## config.mk

```make
export PLATFORM = sky130hd
export DESIGN_NAME = instr_queue
export DESIGN_NICKNAME = d
export VERILOG_FILES = /design/src/rtl/fetch_pkg.sv /design/src/rtl/sync_fifo_mem.sv /design/src/rtl/instr_queue.sv
export SDC_FILE = /design/constraint.sdc
export NUM_CORES = 1
export LEC_CHECK = 0
export CORE_MARGIN = 1
export CORE_UTILIZATION = 50
export CTS_CLUSTER_DIAMETER = 150
export CTS_CLUSTER_SIZE = 8
export DETAILED_ROUTE_END_ITERATION = 8
export GPL_ROUTABILITY_DRIVEN = 0
export PLACE_DENSITY_LB_ADDON = 0.3
export SLEW_MARGIN = 20
export SYNTH_ARGS = -nofsm -noshare
export SYNTH_HDL_FRONTEND = slang
export SYNTH_SLANG_ARGS = --single-unit
```

## constraint.sdc

```tcl
create_clock -name clk -period 38.7 [get_ports clk]
set_input_delay 11.61 -clock clk [delete_from_list [all_inputs] [get_ports clk]]
set_output_delay 11.61 -clock clk [all_outputs]
set_load 0.01 [all_outputs]
```

## src/rtl/fetch_pkg.sv

```systemverilog
// Shared fetch-side definitions: bundle geometry and the two-instruction bundle layout.
package fetch_pkg;

  localparam int BUNDLE_W = 128;
  localparam int INSTR_W  = 32;
  localparam int PC_W     = 32;

  localparam int PC0_LSB    = 0;
  localparam int INSTR0_LSB = 32;
  localparam int PC1_LSB    = 64;
  localparam int INSTR1_LSB = 96;

  typedef struct packed {
    logic [INSTR_W-1:0] instr1;
    logic [PC_W-1:0]    pc1;
    logic [INSTR_W-1:0] instr0;
    logic [PC_W-1:0]    pc0;
  } fetch_bundle_t;

endpackage

```

## src/rtl/sync_fifo_mem.sv

```systemverilog
// Bundle storage array: one synchronous write port, one asynchronous read port, no reset.
module sync_fifo_mem #(
  parameter int DEPTH = 8,
  parameter int WIDTH = 128,
  parameter int AW    = $clog2(DEPTH)
) (
  input  logic             clk,
  input  logic             we,
  input  logic [AW-1:0]    waddr,
  input  logic [WIDTH-1:0] wdata,
  input  logic [AW-1:0]    raddr,
  output logic [WIDTH-1:0] rdata
);

  logic [WIDTH-1:0] mem [DEPTH];

  always_ff @(posedge clk) begin
    if (we) begin
      mem[waddr] <= wdata;
    end
  end

  assign rdata = mem[raddr];

endmodule

```

## src/rtl/instr_queue.sv

```systemverilog
// In-order bundle queue between fetch and decode with registered skid backpressure and
// flush on accepted jump. Full/empty is tracked by an occupancy counter, not pointer compare.
module instr_queue
  import fetch_pkg::*;
#(
  parameter int DEPTH = 8,
  parameter int SKID  = 2
) (
  input  logic                     clk,
  input  logic                     rst_n,
  input  logic [BUNDLE_W-1:0]      fetch_instr_pc,
  input  logic                     write_fifo,
  input  logic                     jump_accept,
  input  logic                     dec_ready,
  output logic                     dec_valid,
  output logic [BUNDLE_W-1:0]      dec_bundle,
  output logic                     stop_fetch,
  output logic [$clog2(DEPTH):0]   count,
  output logic                     overflow_err
);

  localparam int AW = $clog2(DEPTH);
  localparam int CW = AW + 1;
  localparam logic [CW-1:0] FULL_CNT = CW'(DEPTH);
  localparam logic [CW-1:0] STOP_CNT = CW'(DEPTH - SKID);

  logic [AW-1:0]       rd_ptr;
  logic [AW-1:0]       wr_ptr;
  logic                rd;
  logic                wr;
  logic                drop;
  logic                mem_we;
  logic [CW-1:0]       count_next;
  logic [BUNDLE_W-1:0] rdata;

  assign dec_valid = (count != '0);
  assign dec_bundle = dec_valid ? rdata : '0;

  // A write into a full queue only survives if the head leaves on the same edge.
  always_comb begin
    rd         = dec_valid && dec_ready;
    wr         = write_fifo && ((count < FULL_CNT) || rd);
    drop       = write_fifo && (count == FULL_CNT) && !rd;
    count_next = count + CW'(wr) - CW'(rd);
    mem_we     = wr && rst_n && !jump_accept;
  end

  always_ff @(posedge clk) begin
    if (!rst_n) begin
      rd_ptr       <= '0;
      wr_ptr       <= '0;
      count        <= '0;
      stop_fetch   <= 1'b0;
      overflow_err <= 1'b0;
    end else if (jump_accept) begin
      rd_ptr     <= '0;
      wr_ptr     <= '0;
      count      <= '0;
      stop_fetch <= 1'b0;
    end else begin
      if (rd) begin
        rd_ptr <= rd_ptr + AW'(1);
      end
      if (wr) begin
        wr_ptr <= wr_ptr + AW'(1);
      end
      count      <= count_next;
      stop_fetch <= (count_next >= STOP_CNT);
      if (drop) begin
        overflow_err <= 1'b1;
      end
    end
  end

  sync_fifo_mem #(
    .DEPTH (DEPTH),
    .WIDTH (BUNDLE_W),
    .AW    (AW)
  ) u_mem (
    .clk   (clk),
    .we    (mem_we),
    .waddr (wr_ptr),
    .wdata (fetch_instr_pc),
    .raddr (rd_ptr),
    .rdata (rdata)
  );

endmodule

```

==> results.py <==
metrics = {
    "yosys": {
        "yosys_warnings": 0,
        "synth.distinct_cells": 42,
        "yosysTopAreaCellShare": 0.786,
        "postSynthAreaPerCell_um2": 24.7,
        "netlist_area_um2": 39100,
        "synthArstFlopShare": 0,
        "yosys.area.top_type": "edfxtp_1",
        "yosysSeqAreaShare": 0.794,
        "synth_most_common_cell": "edfxtp_1",
        "synth_common_cells": "edfxtp_1, mux4_2, a22o_1",
        "synthesis.nets": 1727,
        "synth_edf_count": 1024,
        "synth_cells": 1585,
        "synth_ff_type": "edfxtp_1",
        "ys_ff_latch": 1039,
        "synth.area.top_cells": "edfxtp_1, mux4_2, a22o_1, dfxtp_1, buf_12",
    },
    "global_route": {
        "met2_usage": 0.340,
        "grt_pass1_wl_mm": 121,
        "grt_util_met1": 0.276,
        "grtUsageMet3": 0.0554,
        "grt_max_degree": 139,
        "antenna_found_initial": 14,
        "grt.busiest_layer": "met2",
        "grt.overflow.total": 0,
        "grt_pass1_vias": 19600,
        "grt_usage": 0.210,
    },
    "final_layout": {
        "area_growth_pct": 20.1,
        "fin_util": 0.606,
        "fin_area_um2": 47000,
        "drive_gt1_frac": 0.232,
        "final_cell_count_no_fill": 3041,
        "n_fill_cell": 5323,
        "fin_nets": 2095,
    },
    "place": {
        "postPlaceCellArea_um2": 42800,
        "dp_cells": 2844,
        "dp_slack_ns": 22.03,
        "dp_hpwl_mm": 42.3,
        "io_buffer_count": 267,
    },
    "outcome": {
        "status": "finished, final reports clean",
    },
    "routing": {
        "ant_nets": 0,
        "drtPass1Iterations": 5,
        "wire_per_inst_um": 26.8,
        "drt-initial-drc-count": 1321,
        "route.detailed.drc": 0,
        "via_count": 18100,
        "wl_mm": 81.5,
        "avgViaCountPerCell": 5.96,
    },
    "cts": {
        "ctsHoldBuffers": 0,
        "clk_latency_ns": 0.72,
        "htreeDepth": 4,
        "cts.path.max_buffers": 3,
        "clock_sinks": 1039,
        "clock-root-buffer": "clkbuf_16",
        "cts_resized": 0,
        "cts_setup_buffers": 0,
        "numCtsBuffers": 147,
        "clk_pin_slew_ns": 0.05,
        "cts_tree": "built",
    },
    "setup_path": {
        "end_kind": "primary output",
        "rr_worst_depth": 7,
        "r2r_setup_slack_ns": 34.72,
        "cp.required_ns": 27.09,
        "path_max_fanout": 50,
        "r2r_end": "u_mem.mem[4][53]",
        "reg2reg_from": "count[3]",
        "critPathKind": "flip-flop to primary output",
        "cp.arrival_ns": 5.25,
        "worst_setup_path_start_kind": "flip-flop",
    },
    "die": {
        "die_x_um": 282,
        "start_util": 0.505,
        "core_area_um2": 77500,
        "die-area_um2": 79400,
        "die_y_um": 282,
        "rows": 102,
        "num_io_pins": 268,
    },
    "min_path": {
        "min_path_type": "flip-flop to flip-flop",
        "hold_path.startpoint": "overflow_err",
        "hold_depth": 2,
        "hold_end": "overflow_err",
    },
    "timing": {
        "worst_slack_ns": 21.84,
        "tns_ns": 0,
        "min_period_ns": 16.86,
        "slew_headroom": 0.274,
        "hold_viol": 0,
        "fmaxAchievable_ghz": 0.0593,
        "drv_slew": 0,
        "tightest_slew_ns": 1.09,
        "layout_worst_path_cycle_share": 0.436,
        "rsz0062_at_grt": "false",
        "hold_ws_ns": 0.454,
        "setup_viol": 0,
        "fin_skew_ns": 0.0306,
    },
    "run": {
        "max-cap-violations": 0,
    },
    "power_and_ir_drop": {
        "total_leakage_power_nw": 14.5,
        "p_per_area_nw_per_um2": 56.4,
        "totalPowerFinal_mw": 2.65,
        "peakVddDrop_v": 0.0000357,
    },
}
==> worst max path at each step <==
stage                   start              end  slack (ns)  depth (start not counted)
finish              flip-flop   dec_bundle[79]       21.84                          6
global route        flip-flop   dec_bundle[53]       21.30                          6
CTS                 flip-flop   dec_bundle[79]       21.25                          6
detailed placement  flip-flop   dec_bundle[79]       22.03                          6
global placement    flip-flop   dec_bundle[53]       22.06                          6
floorplan               rst_n  u_mem.mem[2][0]       12.49                          3
==> final cells by class <==
| type | instances | area (µm²) | area share |
|---|---|---|---|
| Multi-Input combinational cell | 449 | 7450 | 0.159 |
| Clock buffer | 179 | 3860 | 0.0822 |
| Sequential cell | 1039 | 31100 | 0.661 |
| Inverter | 11 | 41.3 | 0.000879 |
| Timing Repair Buffer | 305 | 3010 | 0.0640 |
| Antenna cell | 6 | 15.0 | 0.000320 |
| Tap cell | 1040 | 1300 | 0.0277 |
| Clock inverter | 12 | 233 | 0.00495 |
==> critical path, cell delays in order, from the launching register on <==
cell and delay (ns):
dfxtp_4 0.88, buf_6 0.69, buf_4 0.83, buf_4 0.73, mux4_2 0.59, a22o_1 0.28
clkdlybuf4s50_1 0.49
==> state kept, by name (all words and copies together), names as in the netlist, named ones only <==
signal        count
count             4
overflow_err      1
rd_ptr            3
stop_fetch        1
u_mem.mem      1024
wr_ptr            3
==> placed cells by master (no fill, tap or decap), types with 3 or more instances in the layout <==
cell type,netlist,final
edfxtp_1,1024,1024
clkdlybuf4s50_1,0,267
mux4_2,248,248
clkbuf_16,0,150
a22o_1,128,128
buf_4,13,34
clkbuf_1,17,29
dfxtp_1,15,13
inv_1,10,10
mux4_1,8,8
ha_1,8,8
diode_2,0,6
a21oi_1,6,6
nand2b_1,4,4
clkinv_8,0,4
nand4_1,3,3
nand2_1,3,3
nor3_2,0,3
o21ai_0,3,3
nor2_1,4,3
nand3_1,3,3
clkinv_16,0,3
inv_16,0,3
==> kinds of logic (layout without fill, tap and decap cells) <==
family,after synthesis,after routing,synth area share
flops,1039,1039,0.794
mux,257,257,0.148
simple gates,38,38,0.00617
compound gates,144,144,0.0311
buf+inv,97,507,0.0174
fa+ha+maj,9,9,0.00307
other cells,0,6,0
xor+xnor,1,1,0.000224
==> power by group <==
part / internal (mW) / switching [mW] / total [mW]
combinational: 0.128 / 0.126 / 0.254
sequential: 1.25 / 0.00557 / 1.25
clock: 0.695 / 0.445 / 1.14
==> routing by layer <==
| metal | wire, µm | part of all wire |
|---|---|---|
| met1 | 33500 | 0.41 |
| met2 | 40900 | 0.50 |
| met3 | 5140 | 0.063 |
| met4 | 1800 | 0.022 |
| met5 | 158 | 0.0019 |
Note: power is estimated with default switching activity, not from simulation.
